### src/rtl/spi_pkg.sv
// Shared types and helpers for the SPI slave controller: FSM state encoding,
// read/write command bit value and bit-counter sizing.
package spi_pkg;

   typedef enum logic [2:0] {
      IDLE,
      CMD,
      RD_FETCH,
      RD_SHIFT,
      WR_SHIFT,
      DONE
   } spi_state_t;

   localparam logic RW_READ = 1'b1;

   // Counter must hold the longest field length (command or data word).
   function automatic int cnt_width(input int addr_w, input int data_w);
      int m;
      m = ((addr_w + 1) > data_w) ? (addr_w + 1) : data_w;
      return $clog2(m + 1);
   endfunction

endpackage

### src/rtl/spi_sync_edge.sv
// Pin synchronizer with registered level and rise/fall pulses; all three
// outputs share the same SYNC_STAGES+1 clk latency from the pin.
module spi_sync_edge #(
   parameter int SYNC_STAGES = 2
) (
   input  logic clk,
   input  logic reset,
   input  logic i_pin,
   output logic o_level,
   output logic o_rise,
   output logic o_fall
);

   logic [SYNC_STAGES-1:0] r_chain;
   logic                   r_level;
   logic                   r_rise;
   logic                   r_fall;
   logic                   w_sync;

   assign w_sync = r_chain[SYNC_STAGES-1];

   always_ff @(posedge clk) begin
      if (reset) begin
         r_chain <= '0;
         r_level <= 1'b0;
         r_rise  <= 1'b0;
         r_fall  <= 1'b0;
      end else begin
         r_chain <= {r_chain[SYNC_STAGES-2:0], i_pin};
         r_level <= w_sync;
         r_rise  <= w_sync & ~r_level;
         r_fall  <= ~w_sync & r_level;
      end
   end

   assign o_level = r_level;
   assign o_rise  = r_rise;
   assign o_fall  = r_fall;

endmodule

### src/rtl/spi_slave_ctrl.sv
// Mode-0 SPI slave: oversampled pins, address/rw command decode, and single or
// burst word transfers against a synchronous memory.
module spi_slave_ctrl
   import spi_pkg::*;
#(
   parameter int ADDR_W      = 7,
   parameter int DATA_W      = 8,
   parameter int SYNC_STAGES = 2,
   parameter int BURST_EN    = 1
) (
   input  logic              clk,
   input  logic              reset,
   input  logic              cs_pin,
   input  logic              sclk_pin,
   input  logic              mosi_pin,
   output logic              miso_out,
   output logic              miso_oe,
   output logic [ADDR_W-1:0] mem_addr,
   output logic [DATA_W-1:0] mem_wdata,
   output logic              mem_we,
   output logic              mem_re,
   input  logic [DATA_W-1:0] mem_rdata,
   output logic              frame_err
);

   localparam int              CNT_W     = cnt_width(ADDR_W, DATA_W);
   localparam logic [CNT_W-1:0] CMD_LAST  = CNT_W'(ADDR_W);
   localparam logic [CNT_W-1:0] DATA_LAST = CNT_W'(DATA_W - 1);

   logic w_sclk_level, w_rise, w_fall;
   logic w_cs_level, w_cs_rise, w_cs_fall;
   logic w_mosi, w_mosi_rise, w_mosi_fall;
   logic w_sel;
   logic w_unused;

   spi_sync_edge #(.SYNC_STAGES(SYNC_STAGES)) u_sclk_sync (
      .clk     (clk),
      .reset   (reset),
      .i_pin   (sclk_pin),
      .o_level (w_sclk_level),
      .o_rise  (w_rise),
      .o_fall  (w_fall)
   );

   spi_sync_edge #(.SYNC_STAGES(SYNC_STAGES)) u_cs_sync (
      .clk     (clk),
      .reset   (reset),
      .i_pin   (cs_pin),
      .o_level (w_cs_level),
      .o_rise  (w_cs_rise),
      .o_fall  (w_cs_fall)
   );

   spi_sync_edge #(.SYNC_STAGES(SYNC_STAGES)) u_mosi_sync (
      .clk     (clk),
      .reset   (reset),
      .i_pin   (mosi_pin),
      .o_level (w_mosi),
      .o_rise  (w_mosi_rise),
      .o_fall  (w_mosi_fall)
   );

   assign w_sel    = ~w_cs_level;
   assign w_unused = ^{w_sclk_level, w_cs_fall, w_mosi_rise, w_mosi_fall};

   spi_state_t        r_state;
   logic [CNT_W-1:0]  r_cnt;
   logic              r_armed;
   logic              r_fetch_wait;
   logic [ADDR_W-1:0] r_cmd;
   logic [DATA_W-1:0] r_tx;
   logic [DATA_W-1:0] r_rx;
   logic [ADDR_W-1:0] r_addr;
   logic [DATA_W-1:0] r_wdata;
   logic              r_we;
   logic              r_re;
   logic              r_ferr;

   // r_armed blocks a new frame after reset until cs has been seen high.
   always_ff @(posedge clk) begin
      if (reset) begin
         r_state      <= IDLE;
         r_cnt        <= '0;
         r_armed      <= 1'b0;
         r_fetch_wait <= 1'b0;
         r_addr       <= '0;
         r_wdata      <= '0;
         r_we         <= 1'b0;
         r_re         <= 1'b0;
         r_ferr       <= 1'b0;
      end else begin
         r_we   <= 1'b0;
         r_re   <= 1'b0;
         r_ferr <= 1'b0;
         if (w_cs_level) begin
            r_armed <= 1'b1;
         end

         if (w_cs_rise) begin
            if ((r_state == CMD || r_state == RD_SHIFT || r_state == WR_SHIFT) &&
                (r_cnt != '0)) begin
               r_ferr <= 1'b1;
            end
            r_state <= IDLE;
            r_cnt   <= '0;
         end else begin
            unique case (r_state)
               IDLE: begin
                  if (w_sel && r_armed) begin
                     r_state <= CMD;
                     r_cnt   <= '0;
                  end
               end

               CMD: begin
                  if (w_rise) begin
                     r_cmd <= {r_cmd[ADDR_W-2:0], w_mosi};
                     if (r_cnt == CMD_LAST) begin
                        r_addr <= r_cmd;
                        r_cnt  <= '0;
                        if (w_mosi == RW_READ) begin
                           r_state      <= RD_FETCH;
                           r_re         <= 1'b1;
                           r_fetch_wait <= 1'b0;
                        end else begin
                           r_state <= WR_SHIFT;
                        end
                     end else begin
                        r_cnt <= r_cnt + CNT_W'(1);
                     end
                  end
               end

               // First cycle covers the mem_re pulse, second captures read data.
               RD_FETCH: begin
                  if (!r_fetch_wait) begin
                     r_fetch_wait <= 1'b1;
                  end else begin
                     r_tx    <= mem_rdata;
                     r_state <= RD_SHIFT;
                     r_cnt   <= '0;
                  end
               end

               RD_SHIFT: begin
                  if (w_rise) begin
                     if (r_cnt == DATA_LAST) begin
                        r_cnt <= '0;
                        if (BURST_EN != 0) begin
                           r_state      <= RD_FETCH;
                           r_addr       <= r_addr + ADDR_W'(1);
                           r_re         <= 1'b1;
                           r_fetch_wait <= 1'b0;
                        end else begin
                           r_state <= DONE;
                        end
                     end else begin
                        r_cnt <= r_cnt + CNT_W'(1);
                     end
                  end else if (w_fall && (r_cnt != '0)) begin
                     r_tx <= {r_tx[DATA_W-2:0], 1'b0};
                  end
               end

               WR_SHIFT: begin
                  if (w_rise) begin
                     r_rx <= {r_rx[DATA_W-2:0], w_mosi};
                     if (r_cnt == DATA_LAST) begin
                        r_wdata <= {r_rx[DATA_W-2:0], w_mosi};
                        r_we    <= 1'b1;
                        r_cnt   <= '0;
                        if (BURST_EN == 0) begin
                           r_state <= DONE;
                        end
                     end else begin
                        r_cnt <= r_cnt + CNT_W'(1);
                     end
                  end
                  // Address advances only after the write strobe has used it.
                  if (r_we && (BURST_EN != 0)) begin
                     r_addr <= r_addr + ADDR_W'(1);
                  end
               end

               DONE: begin
               end

               default: begin
                  r_state <= IDLE;
               end
            endcase
         end
      end
   end

   assign miso_oe   = (r_state == RD_FETCH) || (r_state == RD_SHIFT);
   assign miso_out  = miso_oe & r_tx[DATA_W-1];
   assign mem_addr  = r_addr;
   assign mem_wdata = r_wdata;
   assign mem_we    = r_we;
   assign mem_re    = r_re;
   assign frame_err = r_ferr;

endmodule

### config.mk
export PLATFORM = sky130hd
export DESIGN_NAME = spi_slave_ctrl
export DESIGN_NICKNAME = d
export VERILOG_FILES = /design/src/rtl/spi_pkg.sv /design/src/rtl/spi_sync_edge.sv /design/src/rtl/spi_slave_ctrl.sv
export SDC_FILE = /design/constraint.sdc
export NUM_CORES = 1
export LEC_CHECK = 0
export ABC_AREA = 1
export BUFFER_PORTS_ARGS = -buffer_cell sky130_fd_sc_hd__buf_2
export CAP_MARGIN = 20
export CORE_UTILIZATION = 40
export DETAILED_ROUTE_END_ITERATION = 8
export PLACE_DENSITY = 0.65
export SLEW_MARGIN = 20
export SYNTH_ARGS = -nofsm -noshare
export SYNTH_HDL_FRONTEND = slang
export SYNTH_SLANG_ARGS = --single-unit
### constraint.sdc
create_clock -name clk -period 2.3 [get_ports clk]
set_input_delay 0.23 -clock clk [delete_from_list [all_inputs] [get_ports clk]]
set_output_delay 0.23 -clock clk [all_outputs]
set_load 0.02 [all_outputs]
==> impl_results.md, run 1 <==
- # H-tree levels: 3
- Pleak: 0.001469 uW
- Hold Crit Start: sclk_pin
- Vias: 2021
- Clk_skew: 0.009816 ns
- Register area: 1441 um2
- Initial antenna violation count: 0
- Die width: 84.66 um
- Antenna diodes: 0
- Largest delay share family, worst path: flip-flops
- Gpl congestion: ~0.9
- Crit Reg-Reg Startpoint: r_state[2]
- Pwr dens: ~1200 nW/um2
- Placed cell count: about 430
- Nets: 379
- Post-CTS Resized: 0
- Syn Area/Cell: 8.408 um2
- IO Port Bufs: 32
- Mapped cell area: 2733 um2
- Die height: 84.66 um
- CP Max Fanout: 12
- Count of cell types in the netlist: 30
- Slew HR: 62.22%
- Total gr overflow: 0
- Worst hold endpoint: u_sclk_sync.r_chain[0]
- Setup TNS: 0 ns
- Drt first pass iters: 6
- Worst-Skew Late Latency: 0.33 ns
- DRC violations left: 0
- Minimum clock period: 1.991 ns
- CP max-delay cell: dfxtp_1
- Initial core utilization: 42.31%
- Antenna Nets Post-Route: 0
- Post-Route WL: 4705 um
- Area of the multi-input gates: 1071 um2
- Largest net degree at the start of global routing: 18
- Global-route wire length before repair: 8121 um
- Reg2reg path depth: 2
- # Post-CTS Setup Buffers: 0
- Worst Setup End Kind: output pin
- Worst R2R Setup Slack: between 0.5 and 0.6 ns
- Crit path DAT: 1.76 ns
- Layout area overhead: 16.44%
- CTS tree: built
- Routed WL per cell: about 11 um
- Total GRT Usage: between 10 and 15%
- Reg clk slew, reported paths: about 0.070 ns
- RSZ-0062 raised after global routing: no
- Critical path class: reg2out
- VDD IR-drop max: 469.5 uV
- Reg-to-Reg End: r_rx[3]
- # hold bufs at CTS: 0
- Synth Register Bits: between 60 and 70
- Final non-filler cell total: roughly 450
- YS warnings: 0
- Row cnt: 29
- Slew @ Worst Pin: about 0.56 ns
- Final hold viol count: 0
- Post-Syn Nets: 341
- Vias per cell: 4.542
- Dpl hpwl: around 3400 um
- Pins over their slew limit: 0
- WP buf/inv: 2
- Fill count: 646
- Status: finished, final reports clean
- Largest stage delay, worst path: 0.62 ns
- CTS sink count: 61
- Clock buffer count from CTS: 9
- Period utilization: approximately 87%
- HP Class: in2reg
- Fraction of layout cells with a size suffix above 1: 21.20%
- Mapped Cells: ~330
- Worst EP required: 2.07 ns
- Initial DRC count: 86
- Max Clk Rate: about 500 MHz
- MaxCap Viol Count: 0
- Core ar.: approximately 6500 um2
- # IOs: 33
- Vias in the first global route: 1831
- Sequence of cells on the critical path: nand3_2, nand2_1, inv_1, nor2_1, buf_2
- Total Die Area: ~7200 um2
- # setup viols final: 0
- Worst Hold Path Cells: 3
- Share of the yosys chip area belonging to registers: 52.75%
- CTS max path bufs: 2
- Critical path startpoint category: flip-flop
- Clk root buf: clkbuf_8
==> registers in the layout (all words and copies together) (netlist names), 2 cells and up <==
name                 cells
r_tx                     8
u_cs_sync.r_chain        2
r_cmd                    7
mem_wdata                8
u_mosi_sync.r_chain      2
u_sclk_sync.r_chain      2
r_state                  3
r_rx                     7
r_cnt                    4
mem_addr                 7
==> cell usage after synthesis <==
cell type  number  area [um2]
a2111oi_0       1       8.760
nand4_1         2       12.51
clkbuf_1        1       3.750
xnor2_1         1       8.760
nand3_2         2       20.02
clkinv_2        1       5.000
nor2_1         56       210.2
o21ai_0        11       55.05
nand3_1        20       100.1
buf_6           4       45.04
nand2_2         3       18.77
inv_2           4       15.01
nand2_4         7       78.83
nor2_8          3       60.06
xor2_1          1       8.760
nor2_2          4       25.02
inv_1          36       135.1
nor3_1          4       20.02
inv_4           1       6.260
buf_2           2       10.01
ha_1            3       37.54
nor2_4          2       22.52
dfxtp_1        39       780.8
edfxtp_1       22       660.6
nand2_1        83       311.6
a211oi_1        1       7.510
a21boi_0        1       7.510
o21ai_2         2       17.52
a21oi_1         6       30.03
o21ai_1         2       10.01
==> final cells by class <==
type	instances	share of cell area, %
repair buffers	34	5.505
clock buffers	9	3.893
flip-flops and latches	61	45.30
inverters	42	5.073
multi-input cells	215	33.66
clock inverters	7	3.539
well taps	77	3.028
==> logic make-up after synthesis <==
family,after synthesis,synth area share (%)
AOI/OAI and AO/OA,24,4.991
adders and majority gates,3,1.374
xor gates and xnor gates,2,0.6411
buffers and inverters,49,8.058
DFF,61,52.75
and+or+nand+nor,186,32.19
==> power by group <==
group / switching (uW) / internal (uW) / leakage, uW
clock: 413 / 714 / 0.000117
sequential: 148 / 1240 / 0.000516
combinational: 753 / 401 / 0.000835
total: 1310 / 2350 / 0.00147
==> cells in the final DEF, fill, tap and decap left out, drive strengths merged <==
master	n
ha	3
bufinv	3
nor2	65
edfxtp	22
clkbuf	9
nand2	93
buf	34
a211oi	1
o21ai	15
a2111oi	1
nor3	4
a21oi	6
xnor2	1
dfxtp	39
clkinvlp	1
nand3	22
clkinv	3
inv	42
xor2	1
a21boi	1
nand4	2
==> stage by stage <==
step	hold slack, ns	utilization (%)	total power (uW)	setup slack [ns]	instance area, um2
floorplan	0.2991	-	2377	0.4468	2733
global placement	0.3902	45.60	2564	0.5833	2945
detailed placement	0.3927	45.60	2568	0.5689	2945
CTS	0.08094	49.26	3711	0.2614	3182
global route	0.08021	49.26	3932	0.1363	3182
finish	0.09898	49.26	3669	0.3088	3182
==> routing by layer <==
layer | track usage, % | part of all wire (%)
met2 | 22.03 | 45
met5 | 0 | 0
met3 | 5.211 | 4.6
met1 | 19.12 | 49
met4 | 6.009 | 1.6
==> worst max-delay path by stage <==
| stage | startpoint | endpoint | slack [ns] | cells past startpoint |
|---|---|---|---|---|
| after CTS | r_state[0] | miso_out | 0.26 | 5 |
| after floorplan | r_state[1] | r_tx[0] | 0.45 | 5 |
| final | r_state[0] | miso_out | 0.31 | 5 |
| after detailed placement | r_state[1] | r_tx[3] | 0.57 | 5 |
| after global placement | r_state[2] | r_tx[3] | 0.58 | 5 |
| after global routing | r_state[0] | miso_out | 0.14 | 5 |
==> worst min-delay path, cell delays in order <==
cell    delay [ns]
buf_2         0.09
inv_1         0.04
nor2_1        0.03
(Power assumes the default switching activity.)
==> run 2: changes to the inputs <==
==> constraint.sdc (replaced) <==
create_clock -name clk -period 2.15 [get_ports clk]
set_input_delay 0.215 -clock clk [delete_from_list [all_inputs] [get_ports clk]]
set_output_delay 0.215 -clock clk [all_outputs]
set_load 0.02 [all_outputs]
==> run 2 against run 1 <==
  * Clock skew is 0.0019 ns lower
  * Critical endpoint unchanged
  * Core utilization is 0.21 points lower
  * Sequential cell count stayed put
==> impl_results.md, run 2 (synthesis gave the netlist of run 1 again) <==
- Status: finished, final reports clean
- Clk_skew: just under 0.008 ns
- Drt first pass iters: 6
- Met1 usage: just over 20%
- Clock power share: between 20 and 30%
- Clk root buf: clkbuf_8
- Fraction of layout cells with a size suffix above 1: 21.41%
- Internal: ~2400 uW
- CTS max path bufs: 2
- Worst Setup End Kind: output pin
- Worst hold slack: 0.07852 ns
- Pins over their slew limit: 0
- Gpl congestion: 0.9258
- Dpl cell area: around 3000 um2
- Psw: 1386 uW
- Most frequent cells in the layout: nand2_1 (83), nor2_1 (56), dfxtp_1 (39), inv_1 (36), buf_2 (32)
- Layout area overhead: 15.93%
- Post-CTS Resized: 0
- Final hold viol count: 0
- Initial core utilization: 42.31%
- Crit Reg-Reg Startpoint: r_state[2]
- Worst EP required: approximately 1.9 ns
- # Post-CTS Setup Buffers: 0
- Vias per cell: 4.596
- Reg clk slew, reported paths: 0.07 ns
- Largest net degree at the start of global routing: 18
- Total GRT Usage: 15.64%
- Worst-Skew Late Latency: 0.33 ns
- Vias: 2050
- Setup crit start: r_state[0]
- Initial DRC count: approximately 160
- Die width: 84.66 um
- Pwr dens: 1187 nW/um2
- Reg2reg path depth: 5
- # H-tree levels: 3
- CP Max Fanout: 12
- Final non-filler cell total: ~450
- Grt peak-use layer: met2
- Post-Route WL: 4816 um
- Crit path DAT: roughly 1.8 ns
- Dpl hpwl: 3474 um
- Critical path startpoint category: flip-flop
- Total gr overflow: 0
- CTS sink count: 61
- IO Port Bufs: 32
- # IOs: 33
- Total Die Area: 7166 um2
- Reg-to-Reg End: r_tx[7]
- Die height: 84.66 um
- Sw frac: 36.86%
- Slew HR: 62.00%
- # hold bufs at CTS: 0
- Row cnt: 29
- Flop pwr share: 39.5%
- Clock buffer count from CTS: 9
- # setup viols final: 0
- CTS tree: built
- Post-route cell area: 3168 um2
- Most common cell after layout, fill and taps aside: nand2_1
- Minimum clock period: 1.997 ns
- Nets: between 300 and 400
- Max Clk Rate: 500.6 MHz
- Fill count: around 630
- Met2 Usage GRT: 23.06%
- Critical path class: reg2out
- Vias in the first global route: around 1900
- DRC violations left: 0
- Global-route wire length before repair: 8618 um
- Total Power: 3760 uW
- Routed WL per cell: 10.80 um
- Gate power share: 32.8%
- Setup TNS: 0 ns
- Initial antenna violation count: 0
- Met3 usage: 6.391%
- VDD IR-drop max: 502.0 uV
- RSZ-0062 raised after global routing: no
- HP Class: in2reg
- Worst R2R Setup Slack: around 0.38 ns
- Worst setup endpoint: miso_out
- Antenna diodes: 0
- Pleak: 0.001470 uW
- Placed cell count: 430
- Period utilization: 92.90%
- Slew @ Worst Pin: about 0.57 ns
- Antenna Nets Post-Route: 0
- Core ar.: 6459 um2
- MaxCap Viol Count: 0
run 2: worst max-delay path, cell delays in order (launching register included):
cell	delay (ns)
dfxtp_1	0.62
nand3_2	0.37
nand2_1	0.19
inv_1	0.05
nor2_1	0.07
buf_2	0.16
run 2: power groups by stage:
stage	Sequential (uW)	Clock [uW]	Combinational, uW
after floorplan	1480	0	1070
after global placement	1510	0	1230
after detailed placement	1510	0	1230
after CTS	1490	1070	1240
after global routing	1510	1140	1410
final	1490	1040	1230
run 2: worst min-delay path by stage:
stage,to,slack [ns],depth (start not counted),start
global placement,u_cs_sync.r_chain[1],0.39,2,u_cs_sync.r_chain[0]
detailed placement,u_sclk_sync.r_chain[1],0.39,2,u_sclk_sync.r_chain[0]
finish,u_sclk_sync.r_chain[0],0.08,3,sclk_pin
floorplan,r_armed,0.28,1,reset
global route,u_cs_sync.r_chain[0],0.06,3,cs_pin
CTS,u_cs_sync.r_chain[0],0.07,3,cs_pin
run 2: stage by stage:
stage	setup slack [ns]	utilization (%)
finish	0.1526	49.05
global route	0.01068	49.05
CTS	0.1109	49.05
detailed placement	0.3723	45.72
global placement	0.4475	45.72
floorplan	0.2968	-
run 2: layer usage:
layer	part of all wire, %	vias up
met5	0	-
met4	1.2	0
met3	5.1	4
met2	44	39
met1	50	903
li1	-	1104
run 2: area by class of cell:
type / count / area, um2 / share of cell area [%]
tap: 77 / 96.34 / 3.041
multi-input combinational: 215 / 1071 / 33.81
sequential: 61 / 1441 / 45.50
clock inverter: 2 / 10.01 / 0.3160
timing repair buffer: 35 / 182.7 / 5.766
inverter: 42 / 161.4 / 5.095
clock buffer: 14 / 205.2 / 6.477
==> run 3: changes to the inputs <==
--- a/config.mk
+++ b/config.mk
@@ -5,12 +5,11 @@
 export SDC_FILE = /design/constraint.sdc
 export NUM_CORES = 1
 export LEC_CHECK = 0
-export ABC_AREA = 1
 export BUFFER_PORTS_ARGS = -buffer_cell sky130_fd_sc_hd__buf_2
 export CAP_MARGIN = 20
 export CORE_UTILIZATION = 40
 export DETAILED_ROUTE_END_ITERATION = 8
-export PLACE_DENSITY = 0.65
+export PLACE_DENSITY = 0.66
 export SLEW_MARGIN = 20
 export SYNTH_ARGS = -nofsm -noshare
 export SYNTH_HDL_FRONTEND = slang
==> run 3 against run 2 <==
  * Via count decreased by 12%
  * First-iteration DRC count decreased by 45%
  * Clock power decreased by 6%
  * Register-to-register slack got worse by 0.16 ns
  * Total power decreased by 39%
==> impl_results.md, run 3 <==
- Total gr overflow: 0
- Clk root buf: clkbuf_8
- DRC violations left: 0
- Crit Reg-Reg Startpoint: r_state[2]
- HP Class: in2reg
- Post-route cell area: about 2900 um2
- Final setup margin: 0.2171 ns
- Routed WL per cell: 13.78 um
- Row cnt: 28
- Period utilization: 89.90%
- Synth Register Bits: 61
- Ys async rst share: 0%
- Setup slack at placement: 0.2461 ns
- Nets: 279
- Vias: approximately 1800
- # setup viols final: 0
- Pleak: about 0.0012 uW
- Hold Crit Start: mosi_pin
- Worst Hold Path Cells: 2
- Reg2reg path depth: 4
- Worst Setup End Kind: flip-flop
- Predominant post-synthesis flop cell: dfxtp_1
- Largest net degree at the start of global routing: 23
- Crit path DAT: approximately 2.2 ns
- # H-tree levels: 3
- Initial core utilization: 41.81%
- Area contributors post-synth: dfxtp_1 (31%), edfxtp_1 (26%), nor2b_1 (3.7%)
- Worst-Skew Late Latency: 0.34 ns
- Total Die Area: 6583 um2
- Setup TNS: 0 ns
- Antenna diodes: 0
- Core ar.: between 5000 and 6000 um2
- Most frequent cells in the layout: dfxtp_1 (39), buf_2 (32), edfxtp_1 (22)
- Total GRT Usage: roughly 17%
- Reg clk slew, reported paths: 0.07 ns
- Die width: 81.14 um
- Critical path startpoint category: flip-flop
- Clk_skew: 0.007631 ns
- # IOs: 33
- IO Port Bufs: 32
- MaxCap Viol Count: 0
- Post-CTS Resized: 0
- Syn Area/Cell: 11.03 um2
- Antenna Nets Post-Route: 0
- CP Max Fanout: 14
- Slew @ Worst Pin: 0.5192 ns
- Mapped cell area: 2505 um2
- # Post-CTS Setup Buffers: 0
- Status: finished, final reports clean
- Dpl hpwl: 3203 um
- Commonest cells in the netlist: dfxtp_1 (39), edfxtp_1 (22), a21oi_1 (15), nor2_1 (15), nor2b_1 (15)
- # hold bufs at CTS: 0
- Post-Syn Nets: 243
- Fill count: 559
- Most common cell after layout, fill and taps aside: dfxtp_1
- Final core occ: 48.85%
- CTS max path bufs: 2
- CTS tree: built
- Slew HR: 64.84%
- VDD IR-drop max: between 400 and 500 uV
- Global-route wire length before repair: 7866 um
- Worst hold endpoint: u_mosi_sync.r_chain[0]
- Share of the yosys chip area belonging to registers: 57.54%
- Worst EP required: 2.42 ns
- Pwr dens: 781.9 nW/um2
- Reg-to-Reg End: mem_addr[0]
- Layout area overhead: 16.83%
- Worst R2R Setup Slack: 0.22 ns
- Post-Route WL: around 4700 um
- Vias per cell: roughly 5.3
- Mapped Cells: 227
- Initial antenna violation count: 0
- Max Clk Rate: 517.4 MHz
- EDFF count, synth: 22
- Initial DRC count: 88
- Share of the synthesized area in the top cell type: between 30% and 40%
- Clock buffer count from CTS: 9
- Vias in the first global route: 1667
- Minimum clock period: about 1.9 ns
- Drt first pass iters: 4
- YS warnings: 0
- Count of cell types in the netlist: between 40 and 50
- Critical path class: reg2reg
- RSZ-0062 raised after global routing: no
- Most frequent cell after synthesis: dfxtp_1
- Final hold viol count: 0
- Die height: 81.14 um
- Fraction of layout cells with a size suffix above 1: 23.13%
- Dpl cell area: between 2000 and 3000 um2
- Pins over their slew limit: 0
- CTS sink count: 61
- Largest area contributor in the netlist: dfxtp_1
- Gpl congestion: 0.7772
[run 3: cell count changes in the layout (fill, tap and decap cells not counted), moves of 15 or more]
| cell | previous run | this run |
|---|---|---|
| nand3_1 | 20 | 4 |
| nor2b_1 | 0 | 15 |
| inv_1 | 36 | 12 |
| nand2_1 | 83 | 11 |
| nor2_1 | 56 | 15 |
[run 3: critical path: stages (launching register included)]
cell	delay (ns)
dfxtp_1	0.56
or3b_1	0.55
and2_4	0.25
or3_1	0.34
a31oi_1	0.16
[run 3: cell type report]
| class | count | area, um2 | area share [%] |
|---|---|---|---|
| clock inverter | 6 | 63.81 | 2.180 |
| timing repair buffer | 37 | 197.7 | 6.755 |
| clock buffer | 10 | 127.6 | 4.361 |
| inverter | 12 | 45.04 | 1.539 |
| tap | 75 | 93.84 | 3.206 |
| sequential | 61 | 1441 | 49.25 |
| multi-input combinational | 142 | 957.2 | 32.71 |
[run 3: cells by family (layout without fill, tap and decap cells)]
family	count (synthesis)	count (layout)	share of synthesized area, %
muxes	16	16	6.744
adders and majority gates	3	3	1.499
buffers and inverters	24	65	4.245
and+or+nand+nor	79	79	18.03
AOI/OAI and AO/OA	44	44	11.94
DFF	61	61	57.54
[run 3: where the power goes]
part	total [uW]	switching, uW	internal (uW)
Combinational	88.6	49.4	39.2
Sequential	1220	16.7	1200
Clock	981	448	532
[run 3: how the worst max path moves through the flow]
stage,from,to,slack (ns),depth (start not counted)
6_report,r_state[2],mem_addr[0],0.22,4
2_1_floorplan,u_cs_sync.o_rise,r_rx[0],0.15,3
3_3_place_gp,r_state[2],mem_addr[0],0.32,4
3_5_place_dp,r_state[2],mem_addr[0],0.25,4
5_1_grt,r_state[2],mem_addr[0],0.14,4
4_1_cts,r_state[2],mem_addr[0],0.24,4
[run 3: per-stage QoR]
| step | total power [uW] | std cells | hold slack [ns] |
|---|---|---|---|
| global placement | 1332 | 327 | 0.3983 |
| finish | 2288 | 343 | 0.08291 |
| floorplan | 1303 | 227 | 0.2941 |
| global route | 2385 | 343 | 0.07193 |
| CTS | 2322 | 343 | 0.06558 |
| detailed placement | 1333 | 327 | 0.4026 |
[run 3: layer usage]
layer | GRT usage, % | wire length, um | up-vias
met5 | 0 | 0 | -
met4 | 7.321 | 73 | 0
met3 | 7.191 | 254 | 8
li1 | - | - | 896
met2 | 25.29 | 2184 | 51
met1 | 20.04 | 2213 | 846
